**src/rtl/instr_mem_fetch_pkg.sv**
```systemverilog
// Shared constants, default program image and FSM state type for the
// instruction memory fetch block.
package instr_mem_pkg;

  localparam logic [7:0] NOP_CODE = '0;

  // Default boot program: Mov R5,R10 / Mov R10,R6 / Mov R6,R5
  localparam logic [7:0] DEFAULT_PROG [3] = '{8'h5A, 8'hA6, 8'h65};

  typedef enum logic {
    BOOT,
    RUN
  } state_t;

  function automatic logic [7:0] default_image(input int unsigned idx);
    case (idx)
      0:       return DEFAULT_PROG[0];
      1:       return DEFAULT_PROG[1];
      2:       return DEFAULT_PROG[2];
      default: return NOP_CODE;
    endcase
  endfunction

endpackage

```
**src/rtl/instr_mem_fetch_if.sv**
```systemverilog
// Fetch and program-write bus between the sequencer and instruction memory.
interface instr_mem_fetch_if #(
  parameter int IW = 8,
  parameter int AW = 8
);

  logic          fetch_req;
  logic [AW-1:0] fetch_pc;
  logic          fetch_ready;
  logic          instr_valid;
  logic [IW-1:0] instr_code;
  logic          instr_fault;
  logic          prog_we;
  logic [AW-1:0] prog_addr;
  logic [IW-1:0] prog_data;
  logic          prog_ack;
  logic          boot_done;

  modport master (
    output fetch_req, fetch_pc, prog_we, prog_addr, prog_data,
    input  fetch_ready, instr_valid, instr_code, instr_fault, prog_ack, boot_done
  );

  modport slave (
    input  fetch_req, fetch_pc, prog_we, prog_addr, prog_data,
    output fetch_ready, instr_valid, instr_code, instr_fault, prog_ack, boot_done
  );

endinterface

```
**src/rtl/instr_mem_fetch_array.sv**
```systemverilog
// DEPTH x IW storage with one synchronous write and one synchronous read
// port. No reset: contents survive reset and are reloaded by the boot FSM.
module instr_mem_array #(
  parameter int IW    = 8,
  parameter int DEPTH = 16,
  parameter int AWI   = 4
) (
  input  logic           clk,
  input  logic           we,
  input  logic [AWI-1:0] waddr,
  input  logic [IW-1:0]  wdata,
  input  logic           re,
  input  logic [AWI-1:0] raddr,
  output logic [IW-1:0]  rdata
);

  logic [IW-1:0] mem [DEPTH];

  // Write port
  always_ff @(posedge clk) begin
    if (we) mem[waddr] <= wdata;
  end

  // Read port; rdata holds between reads
  always_ff @(posedge clk) begin
    if (re) rdata <= mem[raddr];
  end

endmodule

```
**src/rtl/instr_mem_fetch.sv**
```systemverilog
// Loadable instruction memory: boots a default image into every word after
// reset, then serves 1-cycle-latency fetches and run-time program writes.
module instr_mem_fetch
  import instr_mem_pkg::*;
#(
  parameter int IW    = 8,
  parameter int AW    = 8,
  parameter int DEPTH = 16
) (
  input  logic               clk,
  input  logic               reset,
  instr_mem_fetch_if.slave   bus
);

  localparam int AWI = $clog2(DEPTH);
  localparam logic [AW:0]   DEPTH_W = (AW+1)'(DEPTH);
  localparam logic [AW-1:0] LAST    = AW'(DEPTH - 1);

  state_t        state;
  logic [AW-1:0] boot_cnt;
  logic          valid_r;
  logic          fault_r;
  logic          ack_r;
  logic          boot_done_r;
  logic          last_oor;
  logic [IW-1:0] rd_data;

  logic          fetch_in_range;
  logic          prog_in_range;
  logic          ready;
  logic          fetch_acc;
  logic          wr_en;
  logic [AW-1:0] wr_addr;
  logic [IW-1:0] wr_data;

  assign fetch_in_range = {1'b0, bus.fetch_pc}  < DEPTH_W;
  assign prog_in_range  = {1'b0, bus.prog_addr} < DEPTH_W;
  assign ready          = (state == RUN) && !bus.prog_we;
  assign fetch_acc      = bus.fetch_req && ready;

  // Write-port mux: boot loader owns the port in BOOT, program port in RUN
  always_comb begin
    wr_en   = 1'b0;
    wr_addr = boot_cnt;
    wr_data = IW'(default_image(32'(boot_cnt)));
    if (state == BOOT) begin
      wr_en = 1'b1;
    end else if (bus.prog_we && prog_in_range) begin
      wr_en   = 1'b1;
      wr_addr = bus.prog_addr;
      wr_data = bus.prog_data;
    end
  end

  instr_mem_array #(
    .IW    (IW),
    .DEPTH (DEPTH),
    .AWI   (AWI)
  ) u_array (
    .clk   (clk),
    .we    (wr_en),
    .waddr (wr_addr[AWI-1:0]),
    .wdata (wr_data),
    .re    (fetch_acc && fetch_in_range),
    .raddr (bus.fetch_pc[AWI-1:0]),
    .rdata (rd_data)
  );

  // Boot/run FSM with registered handshake outputs
  always_ff @(posedge clk or negedge reset) begin
    if (!reset) begin
      state       <= BOOT;
      boot_cnt    <= '0;
      valid_r     <= 1'b0;
      fault_r     <= 1'b0;
      ack_r       <= 1'b0;
      boot_done_r <= 1'b0;
      last_oor    <= 1'b1;
    end else begin
      case (state)
        BOOT: begin
          valid_r <= 1'b0;
          fault_r <= 1'b0;
          ack_r   <= 1'b0;
          if (boot_cnt == LAST) begin
            state       <= RUN;
            boot_done_r <= 1'b1;
          end else begin
            boot_cnt <= boot_cnt + 1'b1;
          end
        end
        RUN: begin
          valid_r <= fetch_acc;
          fault_r <= fetch_acc && !fetch_in_range;
          ack_r   <= bus.prog_we && prog_in_range;
          if (fetch_acc) last_oor <= !fetch_in_range;
        end
        default: state <= BOOT;
      endcase
    end
  end

  // Code comes from the array's read register; an out-of-range (or reset)
  // last fetch forces NOP, and both sources hold while no fetch is accepted.
  assign bus.instr_code  = last_oor ? IW'(NOP_CODE) : rd_data;
  assign bus.instr_valid = valid_r;
  assign bus.instr_fault = fault_r;
  assign bus.prog_ack    = ack_r;
  assign bus.boot_done   = boot_done_r;
  assign bus.fetch_ready = ready;

endmodule
```
**src/flat_wrapper.sv**
```systemverilog
// flat-port wrapper written by rule: the top's interface ports become plain ports
module instr_mem_fetch_flat import instr_mem_pkg::*;
#(
  parameter int IW    = 8,
  parameter int AW    = 8,
  parameter int DEPTH = 16
)
  (clk, reset, bus_fetch_req, bus_fetch_pc, bus_prog_we, bus_prog_addr, bus_prog_data, bus_fetch_ready, bus_instr_valid, bus_instr_code, bus_instr_fault, bus_prog_ack, bus_boot_done);
  instr_mem_fetch_if #(.IW(IW), .AW(AW)) bus_i ();
  input  logic clk;
  input  logic reset;
  input wire logic [$bits(bus_i.fetch_req)-1:0] bus_fetch_req;
  input wire logic [$bits(bus_i.fetch_pc)-1:0] bus_fetch_pc;
  input wire logic [$bits(bus_i.prog_we)-1:0] bus_prog_we;
  input wire logic [$bits(bus_i.prog_addr)-1:0] bus_prog_addr;
  input wire logic [$bits(bus_i.prog_data)-1:0] bus_prog_data;
  output wire logic [$bits(bus_i.fetch_ready)-1:0] bus_fetch_ready;
  output wire logic [$bits(bus_i.instr_valid)-1:0] bus_instr_valid;
  output wire logic [$bits(bus_i.instr_code)-1:0] bus_instr_code;
  output wire logic [$bits(bus_i.instr_fault)-1:0] bus_instr_fault;
  output wire logic [$bits(bus_i.prog_ack)-1:0] bus_prog_ack;
  output wire logic [$bits(bus_i.boot_done)-1:0] bus_boot_done;
  assign bus_i.fetch_req = bus_fetch_req;
  assign bus_i.fetch_pc = bus_fetch_pc;
  assign bus_i.prog_we = bus_prog_we;
  assign bus_i.prog_addr = bus_prog_addr;
  assign bus_i.prog_data = bus_prog_data;
  assign bus_fetch_ready = bus_i.fetch_ready;
  assign bus_instr_valid = bus_i.instr_valid;
  assign bus_instr_code = bus_i.instr_code;
  assign bus_instr_fault = bus_i.instr_fault;
  assign bus_prog_ack = bus_i.prog_ack;
  assign bus_boot_done = bus_i.boot_done;
  instr_mem_fetch #(.IW(IW), .AW(AW), .DEPTH(DEPTH)) u_core (.clk(clk), .reset(reset), .bus(bus_i));
endmodule
```
**config.mk**
```make
export PLATFORM = sky130hd
export DESIGN_NAME = instr_mem_fetch_flat
export DESIGN_NICKNAME = d
export VERILOG_FILES = /design/src/rtl/instr_mem_fetch_pkg.sv /design/src/rtl/instr_mem_fetch_if.sv /design/src/rtl/instr_mem_fetch_array.sv /design/src/rtl/instr_mem_fetch.sv /design/src/flat_wrapper.sv
export SDC_FILE = /design/constraint.sdc
export NUM_CORES = 1
export LEC_CHECK = 0
export BUFFER_PORTS_ARGS = -buffer_cell sky130_fd_sc_hd__buf_2
export CORE_ASPECT_RATIO = 1.2
export CORE_MARGIN = 2
export CORE_UTILIZATION = 49
export DETAILED_ROUTE_END_ITERATION = 8
export PLACE_DENSITY = 0.66
export SLEW_MARGIN = 20
export SYNTH_ARGS = -nofsm -noshare
export SYNTH_HDL_FRONTEND = slang
export SYNTH_SLANG_ARGS = --single-unit
```
**constraint.sdc**
```tcl
create_clock -name clk -period 7 [get_ports clk]
set_clock_uncertainty 0.15 [all_clocks]
set_input_delay 1.05 -clock clk [delete_from_list [all_inputs] [get_ports clk]]
set_output_delay 1.05 -clock clk [all_outputs]
set_load 0.1 [all_outputs]
```
==> results.py <==
metrics = {
    "power_and_ir_drop": {
        "powerDensity_nw_per_um2": 265,
        "cellLeakagePower_nw": 2.65,
        "ir_worst_vdd_mv": 0.173,
        "p_sw_frac": 0.212,
        "internal_power_mw": 1.48,
        "p_sw_mw": 0.398,
        "combPwrFrac": 0.039,
        "clkPwrFrac": 0.445,
        "p_seq_frac": 0.516,
    },
    "run_status": {
        "outcome": "finished, final reports clean",
    },
    "setup_path": {
        "ff2ff_setup_slack_ns": 4.32,
        "path_cells": "buf_2, nor2b_1, nand4b_2, o31ai_2",
        "critPathArrivalTime_ns": 2.86,
        "cp.buffers_inverters": 1,
        "start_kind": "primary input",
        "r2r-end": "u_core.u_array.mem[1][6]",
        "cp_max_fo": 9,
        "cp_slowest_cell": "o31ai_2",
        "required_ns": 6.89,
        "max_stage_delay_ns": 0.76,
        "r2r-start": "u_core.state",
        "r2r_cells": 3,
        "critical_path_class": "primary input to flop",
        "endpoint_kind": "flop",
        "critPathTopFamily": "simple AND/OR/NAND/NOR gates",
    },
    "placed_design": {
        "numPortBuffers": 40,
        "dp_cells": 534,
        "dp_hpwl_um": 8100,
        "pre_cts_slack_ns": 3.48,
        "gp_congestion": 0.877,
    },
    "clock_network": {
        "clk_transition_reported_paths_ns": 0.06,
        "cts-htree-levels": 4,
        "tritoncts": "done",
        "cts.path.max_buffers": 2,
        "insertion_delay_ns": 0.42,
        "numClockSinks": 150,
        "cts_root_buf": "clkbuf_16",
        "postCtsSetupBuffers": 0,
        "hold_buffers": 0,
        "cts_buffers": 17,
        "cts-resized-gates": 0,
    },
    "synthesis": {
        "ys_seq_elements": 150,
        "postSynth.asyncResetShare": 0.0933,
        "seq_area_frac_synth": 0.718,
        "synth_xor_area_frac": 0.00567,
        "avgSynthCellArea_um2": 18.0,
        "yosys.area.top_type_share": 0.661,
        "synth_area_leaders": "edfxtp_1 66%, mux4_2 12%, dfrtp_1 5.3%",
        "syn_nets": 376,
        "yosys.area_share.simple": 0.0775,
        "synth_most_common_cell": "edfxtp_1",
        "synth_edf_count": 136,
        "yosys.area.top_type": "edfxtp_1",
        "yosysWarnings": 0,
        "muxShareOfSynthArea": 0.118,
        "synth_area_um2": 6180,
        "synthTopCellsByCount": "136 x edfxtp_1, 32 x mux4_2, 25 x nand2_1, 16 x a22oi_1, 14 x nor2b_1",
        "synth_top_family_by_area": "multiplexers",
        "ys.flop_type": "edfxtp_1",
        "syn_inst": 344,
        "yosys.area_share.adder": 0.00810,
        "synth_cell_type_count": 46,
        "synth-compound-area-share": 0.0575,
    },
    "finish": {
        "area_growth_pct": 15.0,
        "multi_input_area_um2": 1670,
        "nets": 424,
        "finalNonFillerCells": 566,
        "num-fill-cells": 922,
        "drive_gt1_frac": 0.291,
        "final-seq-area_um2": 4440,
        "antennaDiodeCount": 0,
    },
    "min_path": {
        "min_path_type": "flop to flop",
        "min_from": "u_core.bus.boot_done",
        "min_to": "u_core.bus.boot_done",
        "hold_depth": 1,
    },
    "floorplan": {
        "start_util": 0.506,
        "dieArea_um2": 13500,
        "io_pins": 41,
        "dieWidth_um": 107,
        "coreArea_um2": 12200,
        "row_count": 44,
        "dieHeight_um": 127,
    },
    "detailed_routing": {
        "vias_per_cell": 5.81,
        "drtAntennaViolNets": 0,
        "dr.pass1.iters": 4,
        "detail_route.wl_per_cell_um": 21.9,
        "drc": 0,
        "dr.first_iter.drc_count": 243,
        "wl_um": 12400,
        "num_vias": 3290,
    },
    "sta": {
        "report.final.setup_viol": 0,
        "hold_ws_ns": 0.333,
        "worst_pin_slew_ns": 0.951,
        "fin_ws_ns": 4.02,
        "fmax_mhz": 336,
        "relSlewSlack": 0.362,
        "min_period_over_period": 0.425,
        "final_hold_viol_count": 0,
        "drv_slew": 0,
        "fin_crit_ns": 2.98,
        "grt_setup_unrepaired": "no",
        "setup_tns_ns": 0,
    },
    "grt": {
        "grt_max_degree": 33,
        "grt_overflow": 0,
        "grt_pass1_vias": 3342,
        "track_usage": 0.195,
        "antenna_found_initial": 0,
        "grt_pass1_wl_um": 19100,
    },
    "flow_run": {
        "max_cap_viol_count": 0,
    },
}
## registers in the layout (all words and copies together) (netlist names)
name	count
u_core.u_array.mem	128
u_core.boot_cnt	8
u_core.u_array.rdata	8
u_core.bus.boot_done	1
u_core.bus.instr_fault	1
u_core.bus.instr_valid	1
u_core.bus.prog_ack	1
u_core.last_oor	1
u_core.state	1
## stage by stage
stage	total power, mW	instance area, um^2	utilization
after floorplan	1.04	6180	-
after global placement	1.06	6550	0.536
after detailed placement	1.06	6550	0.536
after CTS	1.89	7090	0.580
after global routing	1.93	7110	0.581
final	1.88	7110	0.581
## final cells by class
cell class	count	share of cell area
flip-flops and latches	150	0.624
multi-input cells	173	0.235
clock buffers	21	0.0620
repair buffers	44	0.0324
well taps	161	0.0284
clock inverters	11	0.0148
inverters	6	0.00317
## logic make-up (layout without fill, tap and decap cells)
group | after synthesis | in the layout
mux | 33 | 33
compound gates | 48 | 48
fa+ha+maj | 4 | 4
simple gates | 84 | 84
xor+xnor | 4 | 4
flops | 150 | 150
buf+inv | 21 | 82
## placed cells by master, fill, tap and decap left out, types with 3 or more instances in the layout
cell type	count
a22o_1	6
a22oi_1	16
buf_2	40
buf_4	4
clkbuf_1	4
clkbuf_16	17
clkinv_4	3
clkinvlp_4	4
dfrtp_1	13
edfxtp_1	136
ha_1	4
inv_1	5
mux4_2	32
nand2_1	25
nand2b_1	3
nand3_1	7
nand4b_1	3
nor2_1	12
nor2b_1	14
o21ai_1	12
o31ai_1	3
xnor2_1	3
## power by group through the flow
| stage | Sequential, mW | Combinational (mW) | Clock, mW |
|---|---|---|---|
| after floorplan | 0.993 | 0.0461 | 0 |
| after global placement | 0.988 | 0.0742 | 0 |
| after detailed placement | 0.988 | 0.0749 | 0 |
| after CTS | 0.970 | 0.0751 | 0.846 |
| after global routing | 0.970 | 0.0797 | 0.882 |
| final | 0.970 | 0.0741 | 0.837 |
## worst max-delay path by stage
stage | start | slack (ns) | cells after the start | to
after floorplan | bus_prog_we | 3.50 | 1 | bus_fetch_ready
after global placement | bus_prog_addr[6] | 3.63 | 4 | u_core.u_array.mem[15][1]
after detailed placement | bus_prog_addr[6] | 3.48 | 4 | u_core.u_array.mem[15][1]
after CTS | bus_prog_addr[6] | 3.93 | 4 | u_core.u_array.mem[15][6]
after global routing | bus_prog_addr[6] | 3.94 | 4 | u_core.u_array.mem[8][5]
final | bus_prog_we | 4.02 | 4 | u_core.u_array.mem[1][6]
## metal layers
layer,up-vias,track usage,part of all wire
li1,1483,-,-
met1,1657,0.258,0.42
met2,128,0.317,0.50
met3,22,0.0520,0.058
met4,0,0.0695,0.020
met5,-,0,0
Note: power is estimated with default switching activity, not from simulation.
